**src/rtl/pwm_pkg.sv**
```systemverilog
// Register map constants for the multi-channel PWM block.
// No logic; shared by the top level and the channel slice.
// No flow control involved.
package pwm_pkg;
    localparam int ADDR_CTRL   = 0;
    localparam int ADDR_PERIOD = 1;
    localparam int ADDR_STATUS = 2;
    localparam int ADDR_DUTY0  = 3;
    localparam int EN_BIT      = 0;
    localparam int POL_LSB     = 8;
endpackage

```
**src/rtl/pwm_channel.sv**
```systemverilog
// One PWM channel: shadow/active duty, compare against the shared counter, polarity flop.
// Latency: one cycle from count to pwm_o; duty write visible on duty_o next cycle.
// No backpressure; bus writes always accepted.
module pwm_channel
    import pwm_pkg::*;
#(
    parameter int CNT_W = 8
) (
    input  logic             clk_i,
    input  logic             rst_i,
    input  logic             wr_en_i,
    input  logic [CNT_W-1:0] wr_dat_i,
    input  logic             load_i,
    input  logic             en_i,
    input  logic             pol_i,
    input  logic [CNT_W-1:0] count_i,
    output logic [CNT_W-1:0] duty_o,
    output logic             pwm_o
);

    logic [CNT_W-1:0] duty_sh_q, duty_sh_d;
    logic [CNT_W-1:0] duty_act_q, duty_act_d;
    logic             pwm_q, pwm_d;

    // Active duty only moves on a load, so a running period never sees a half-applied write.
    always_comb begin
        duty_sh_d  = wr_en_i ? wr_dat_i : duty_sh_q;
        duty_act_d = load_i ? duty_sh_q : duty_act_q;
        pwm_d      = (en_i & (count_i < duty_act_q)) ^ pol_i;
    end

    always_ff @(posedge clk_i) begin
        if (rst_i) begin
            duty_sh_q  <= '0;
            duty_act_q <= '0;
            pwm_q      <= 1'b0;
        end else begin
            duty_sh_q  <= duty_sh_d;
            duty_act_q <= duty_act_d;
            pwm_q      <= pwm_d;
        end
    end

    assign duty_o = duty_sh_q;
    assign pwm_o  = pwm_q;

endmodule

```
**src/rtl/pwm_multi.sv**
```systemverilog
// Multi-channel PWM with shared period counter and double-buffered PERIOD/DUTY registers.
// Latency: count to pin one cycle; register writes take effect at the next period load.
// No backpressure on the bus. PWM_IRQ_EN adds the PEND flag and the period-end irq.
module pwm_multi
    import pwm_pkg::*;
#(
    parameter int CNT_W  = 8,
    parameter int NCH    = 4,
    parameter int ADDR_W = 4
) (
    input  logic              clk,
    input  logic              rst,
    input  logic              bSel,
    input  logic              bWrite,
    input  logic [ADDR_W-1:0] bAddr,
    input  logic [31:0]       bWData,
    output logic [31:0]       bRData,
    output logic [NCH-1:0]    pwmOutput,
    output logic              irq
);

    logic                       en_q, en_d;
    logic [NCH-1:0]             pol_q, pol_d;
    logic [CNT_W-1:0]           per_sh_q, per_sh_d;
    logic [CNT_W-1:0]           per_act_q, per_act_d;
    logic [CNT_W-1:0]           count_q, count_d;
    logic                       we;
    logic                       wr_ctrl, wr_period;
    logic                       wrap, load;
    logic [NCH-1:0]             duty_wr;
    logic [NCH-1:0][CNT_W-1:0]  duty_sh;
    logic [31:0]                rdata;
    logic                       unused_wdata;

    assign unused_wdata = ^bWData;

    assign we        = bSel & bWrite;
    assign wr_ctrl   = we && (bAddr == ADDR_W'(ADDR_CTRL));
    assign wr_period = we && (bAddr == ADDR_W'(ADDR_PERIOD));

    // Loading while disabled keeps the active set fresh, so enabling starts from the latest writes.
    assign wrap = en_q && (count_q == per_act_q);
    assign load = wrap || !en_q;

    always_comb begin
        en_d      = en_q;
        pol_d     = pol_q;
        per_sh_d  = per_sh_q;
        per_act_d = load ? per_sh_q : per_act_q;
        count_d   = (en_q && !wrap) ? count_q + CNT_W'(1) : '0;
        if (wr_ctrl) begin
            en_d  = bWData[EN_BIT];
            pol_d = bWData[POL_LSB +: NCH];
        end
        if (wr_period) begin
            per_sh_d = bWData[CNT_W-1:0];
        end
    end

    always_ff @(posedge clk) begin
        if (rst) begin
            en_q      <= 1'b0;
            pol_q     <= '0;
            per_sh_q  <= '1;
            per_act_q <= '1;
            count_q   <= '0;
        end else begin
            en_q      <= en_d;
            pol_q     <= pol_d;
            per_sh_q  <= per_sh_d;
            per_act_q <= per_act_d;
            count_q   <= count_d;
        end
    end

`ifdef PWM_IRQ_EN
    logic pend_q, pend_d;
    logic clr_pend;

    assign clr_pend = we && (bAddr == ADDR_W'(ADDR_STATUS)) && bWData[0];

    // A wrap in the same cycle as a clear keeps PEND set.
    always_comb begin
        pend_d = wrap | (pend_q & ~clr_pend);
    end

    always_ff @(posedge clk) begin
        if (rst) begin
            pend_q <= 1'b0;
        end else begin
            pend_q <= pend_d;
        end
    end

    assign irq = pend_q;
`else
    assign irq = 1'b0;
`endif

    for (genvar i = 0; i < NCH; i++) begin : g_ch
        assign duty_wr[i] = we && (bAddr == ADDR_W'(ADDR_DUTY0 + i));

        pwm_channel #(
            .CNT_W (CNT_W)
        ) u_ch (
            .clk_i    (clk),
            .rst_i    (rst),
            .wr_en_i  (duty_wr[i]),
            .wr_dat_i (bWData[CNT_W-1:0]),
            .load_i   (load),
            .en_i     (en_q),
            .pol_i    (pol_q[i]),
            .count_i  (count_q),
            .duty_o   (duty_sh[i]),
            .pwm_o    (pwmOutput[i])
        );
    end

    always_comb begin
        rdata = '0;
        if (bAddr == ADDR_W'(ADDR_CTRL)) begin
            rdata[EN_BIT]          = en_q;
            rdata[POL_LSB +: NCH]  = pol_q;
        end else if (bAddr == ADDR_W'(ADDR_PERIOD)) begin
            rdata[CNT_W-1:0] = per_sh_q;
        end
`ifdef PWM_IRQ_EN
        else if (bAddr == ADDR_W'(ADDR_STATUS)) begin
            rdata[0] = pend_q;
        end
`endif
        for (int i = 0; i < NCH; i++) begin
            if (bAddr == ADDR_W'(ADDR_DUTY0 + i)) begin
                rdata[CNT_W-1:0] = duty_sh[i];
            end
        end
    end

    assign bRData = rdata;

endmodule
```
**config.mk**
```make
export PLATFORM = sky130hd
export DESIGN_NAME = pwm_multi
export DESIGN_NICKNAME = d
export VERILOG_FILES = /design/src/rtl/pwm_pkg.sv /design/src/rtl/pwm_channel.sv /design/src/rtl/pwm_multi.sv
export SDC_FILE = /design/constraint.sdc
export NUM_CORES = 1
export LEC_CHECK = 0
export ABC_AREA = 1
export CAP_MARGIN = 20
export CORE_UTILIZATION = 50
export DETAILED_ROUTE_END_ITERATION = 8
export GPL_TIMING_DRIVEN = 0
export HOLD_SLACK_MARGIN = 0.03
export PLACE_DENSITY = 0.75
export SLEW_MARGIN = 20
export SYNTH_ARGS = -nofsm -noshare
export SYNTH_HDL_FRONTEND = slang
export SYNTH_SLANG_ARGS = --single-unit
```
**constraint.sdc**
```tcl
create_clock -name clk -period 1.85 [get_ports clk]
set_input_delay 0.4625 -clock clk [delete_from_list [all_inputs] [get_ports clk]]
set_output_delay 0.4625 -clock clk [all_outputs]
set_load 0.02 [all_outputs]
```
==> flow_metrics.tcl <==
set metrics [dict create \
    outcome "finished with violations" \
    violations "setup timing" \
    core_um2 9770 \
    grt_overflow 0 \
    cts.path.max_buffers 2 \
    async_reset_ff_frac 0 \
    gp_congestion 0.914 \
    clock_latency_ps 360 \
    grt_pass1_wl_mm 21.7 \
    critPathArrivalTime_ps 1510 \
    area_growth_syn_to_layout_pct 20.3 \
    antenna_found_initial 0 \
    yosysSeqAreaShare 0.384 \
    max_stage_delay_ps 240 \
    grt_max_degree 17 \
    stdcell_count 921 \
    stdcell_area_um2 6080 \
    path_cells "buf_8 > inv_2 > nand2_4 > nor3_4 > buf_6 > inv_1 > o211ai_1 > buf_4" \
    cts_root_buf "clkbuf_8" \
    total_leakage_power_nw 2.59 \
    max_slew_margin 0.614 \
    slowest_stage "o211ai_1" \
    firstDrtPassIters 5 \
    hold_ws_ps 480 \
    synth_compound_area_frac 0.119 \
    skew_ps 11.1 \
    drive_gt1_frac 0.164 \
    vias 4824 \
    h-tree-depth 3 \
    crit_fanout 3 \
    layout_common_cells "nand2_1 (151), nand3_1 (91), dfxtp_1 (89), a21oi_1 (86), inv_1 (64)" \
    post-route-drc-count 0 \
    dp_cells 897 \
    syn_area_um2 5050 \
    drtAntennaViolNets 0 \
    viasPerCell 5.24 \
    rsz0062_at_grt "yes" \
    clk_pin_slew_worst_paths_ps 100 \
    dieWidth_um 103 \
    crit_type "primary input to output pin" \
    ys_types 26 \
    hold_buffers 0 \
    max_freq_mhz 507 \
    drv_slew 0 \
    drtIter0Drc 245 \
    synth-simple-area-share 0.278 \
    power_density_nw_per_um2 641 \
    setup-tns-final_ps -424 \
    cts_sinks 97 \
    place_hpwl_mm 9.94 \
    io_pins 77 \
    crit_path_end_kind "output pin" \
    cts_tree "done" \
    synth_warnings 0 \
    rows 36 \
    start_util 0.517 \
    grt_pass1_vias 4482 \
    dpl_cell_area_um2 5650 \
    synth_edf_count 0 \
    layout.nets 853 \
    die_area_um2 10500 \
    synth_flop_cell "dfxtp_1" \
    place_ws_ps -1350 \
    tightest_slew_ps 580 \
    synth_cells 709 \
    final_common_cell "nand2_1" \
    cap_viol_max_count 0 \
    synth-xor-area-share 0.0225 \
    diodes 0 \
    routedWlPerCell_um 14.6 \
    finalSetupViolCount 7 \
    fin_crit_sh 1.07 \
    muxShareOfSynthArea 0 \
    track_usage 0.273 \
    synth.avg_cell_area_um2 7.13 \
    period_minus_slack_ps 1970 \
    hold_viol 0 \
    cts_made_buffers 9 \
    dieHeight_um 103 \
    cp-start-kind "primary input" \
    peakVddDrop_v 0.000336 \
    hold_class "register to register" \
    setup_slack_ps -123 \
    required_ps 1390 \
    synth_top_family_by_area "simple AND/OR/NAND/NOR gates" \
    routed_wl_mm 13.5 \
    synth_adder_area_share 0.0718 \
    io_buffers 35 \
    synth.ff_latch_count 97 \
]
-- worst max-delay path, delay by kind of cell --
family	cells	cell delay (ps)
buf+inv	5	510
compound gates	1	240
simple gates	2	290
-- metrics by stage --
step | total power (W) | util
finish | 0.00390 | 0.622
global route | 0.00404 | 0.622
CTS | 0.00390 | 0.615
detailed placement | 0.00253 | 0.578
global placement | 0.00252 | 0.578
floorplan | 0.00240 | -
-- cell type report --
type | count | area, µm²
well taps | 133 | 166
multi-input cells | 505 | 2700
repair buffers | 45 | 430
clock buffers | 9 | 124
clock inverters | 6 | 67.6
plain buffers | 56 | 367
inverters | 70 | 270
fillers | 910 | 3700
flip-flops and latches | 97 | 1950
-- routing by layer --
layer / wire length (µm) / vias to the layer above / global-route usage / share of wire
li1: - / 2418 / - / -
met1: 5870 / 2172 / 0.355 / 0.44
met2: 6060 / 189 / 0.437 / 0.45
met3: 871 / 45 / 0.0393 / 0.065
met4: 660 / 0 / 0.149 / 0.049
met5: 0 / - / 0 / 0
-- state kept, by name, summed over array words and instances, names as in the netlist --
register and flops:
g_ch.u_ch.duty_act_q 32, pol_q 4, count_q 8, g_ch.u_ch.duty_o 32
per_act_q 8, en_q 1, per_sh_q 8, g_ch.u_ch.pwm_o 4
-- worst paths after layout --
kind,start,end,slack (ps),cells after the start
setup / recovery,bAddr[3],bRData[6],-120,8
hold / removal,g_ch[0].u_ch.duty_o[1],g_ch[0].u_ch.duty_o[1],480,2
setup reg to reg,count_q[4],g_ch[1].u_ch.duty_act_q[3],230,8
hold reg to reg,g_ch[0].u_ch.duty_o[1],g_ch[0].u_ch.duty_o[1],480,2
-- logic make-up after synthesis --
family,Yosys count
adder cells (fa/ha/maj),29
AND/OR/NAND/NOR,325
XOR/XNOR,13
other,1
AO/OA/AOI/OAI,117
buffers and inverters,127
flip-flops,97
-- cell usage after synthesis, types with 3 or more instances --
library cell    n  area share
inv_1          67       0.050
nand2_1       159        0.12
xnor2_1        10       0.017
buf_4          33       0.049
nand3_1        94       0.093
a21oi_1        89       0.088
clkbuf_1       18       0.013
inv_2           3      0.0022
o21ai_0        22       0.022
nor2_1         58       0.043
ha_1           29       0.072
buf_6           3      0.0067
xor2_1          3      0.0052
o21a_1          4      0.0059
dfxtp_1        97        0.38
nand4_1         6      0.0074
-- power by group --
part           switching [W]  total [W]  internal (W)
registers          0.0000140    0.00212       0.00211
logic               0.000246   0.000399      0.000153
clock network       0.000754    0.00138      0.000623
total                0.00101    0.00390       0.00288
-- what timing repair did --
| item | 4_1_cts | 5_1_grt |
|---|---|---|
| pin swaps | 14 | 3 |
| endpoints found under the hold margin | 0 | 0 |
| endpoints found under the setup margin | 45 | 52 |
| buffers inserted | 8 | 1 |
| cloned | 1 | 0 |
| resized for setup | 130 | 27 |
(Power assumes the default switching activity.)
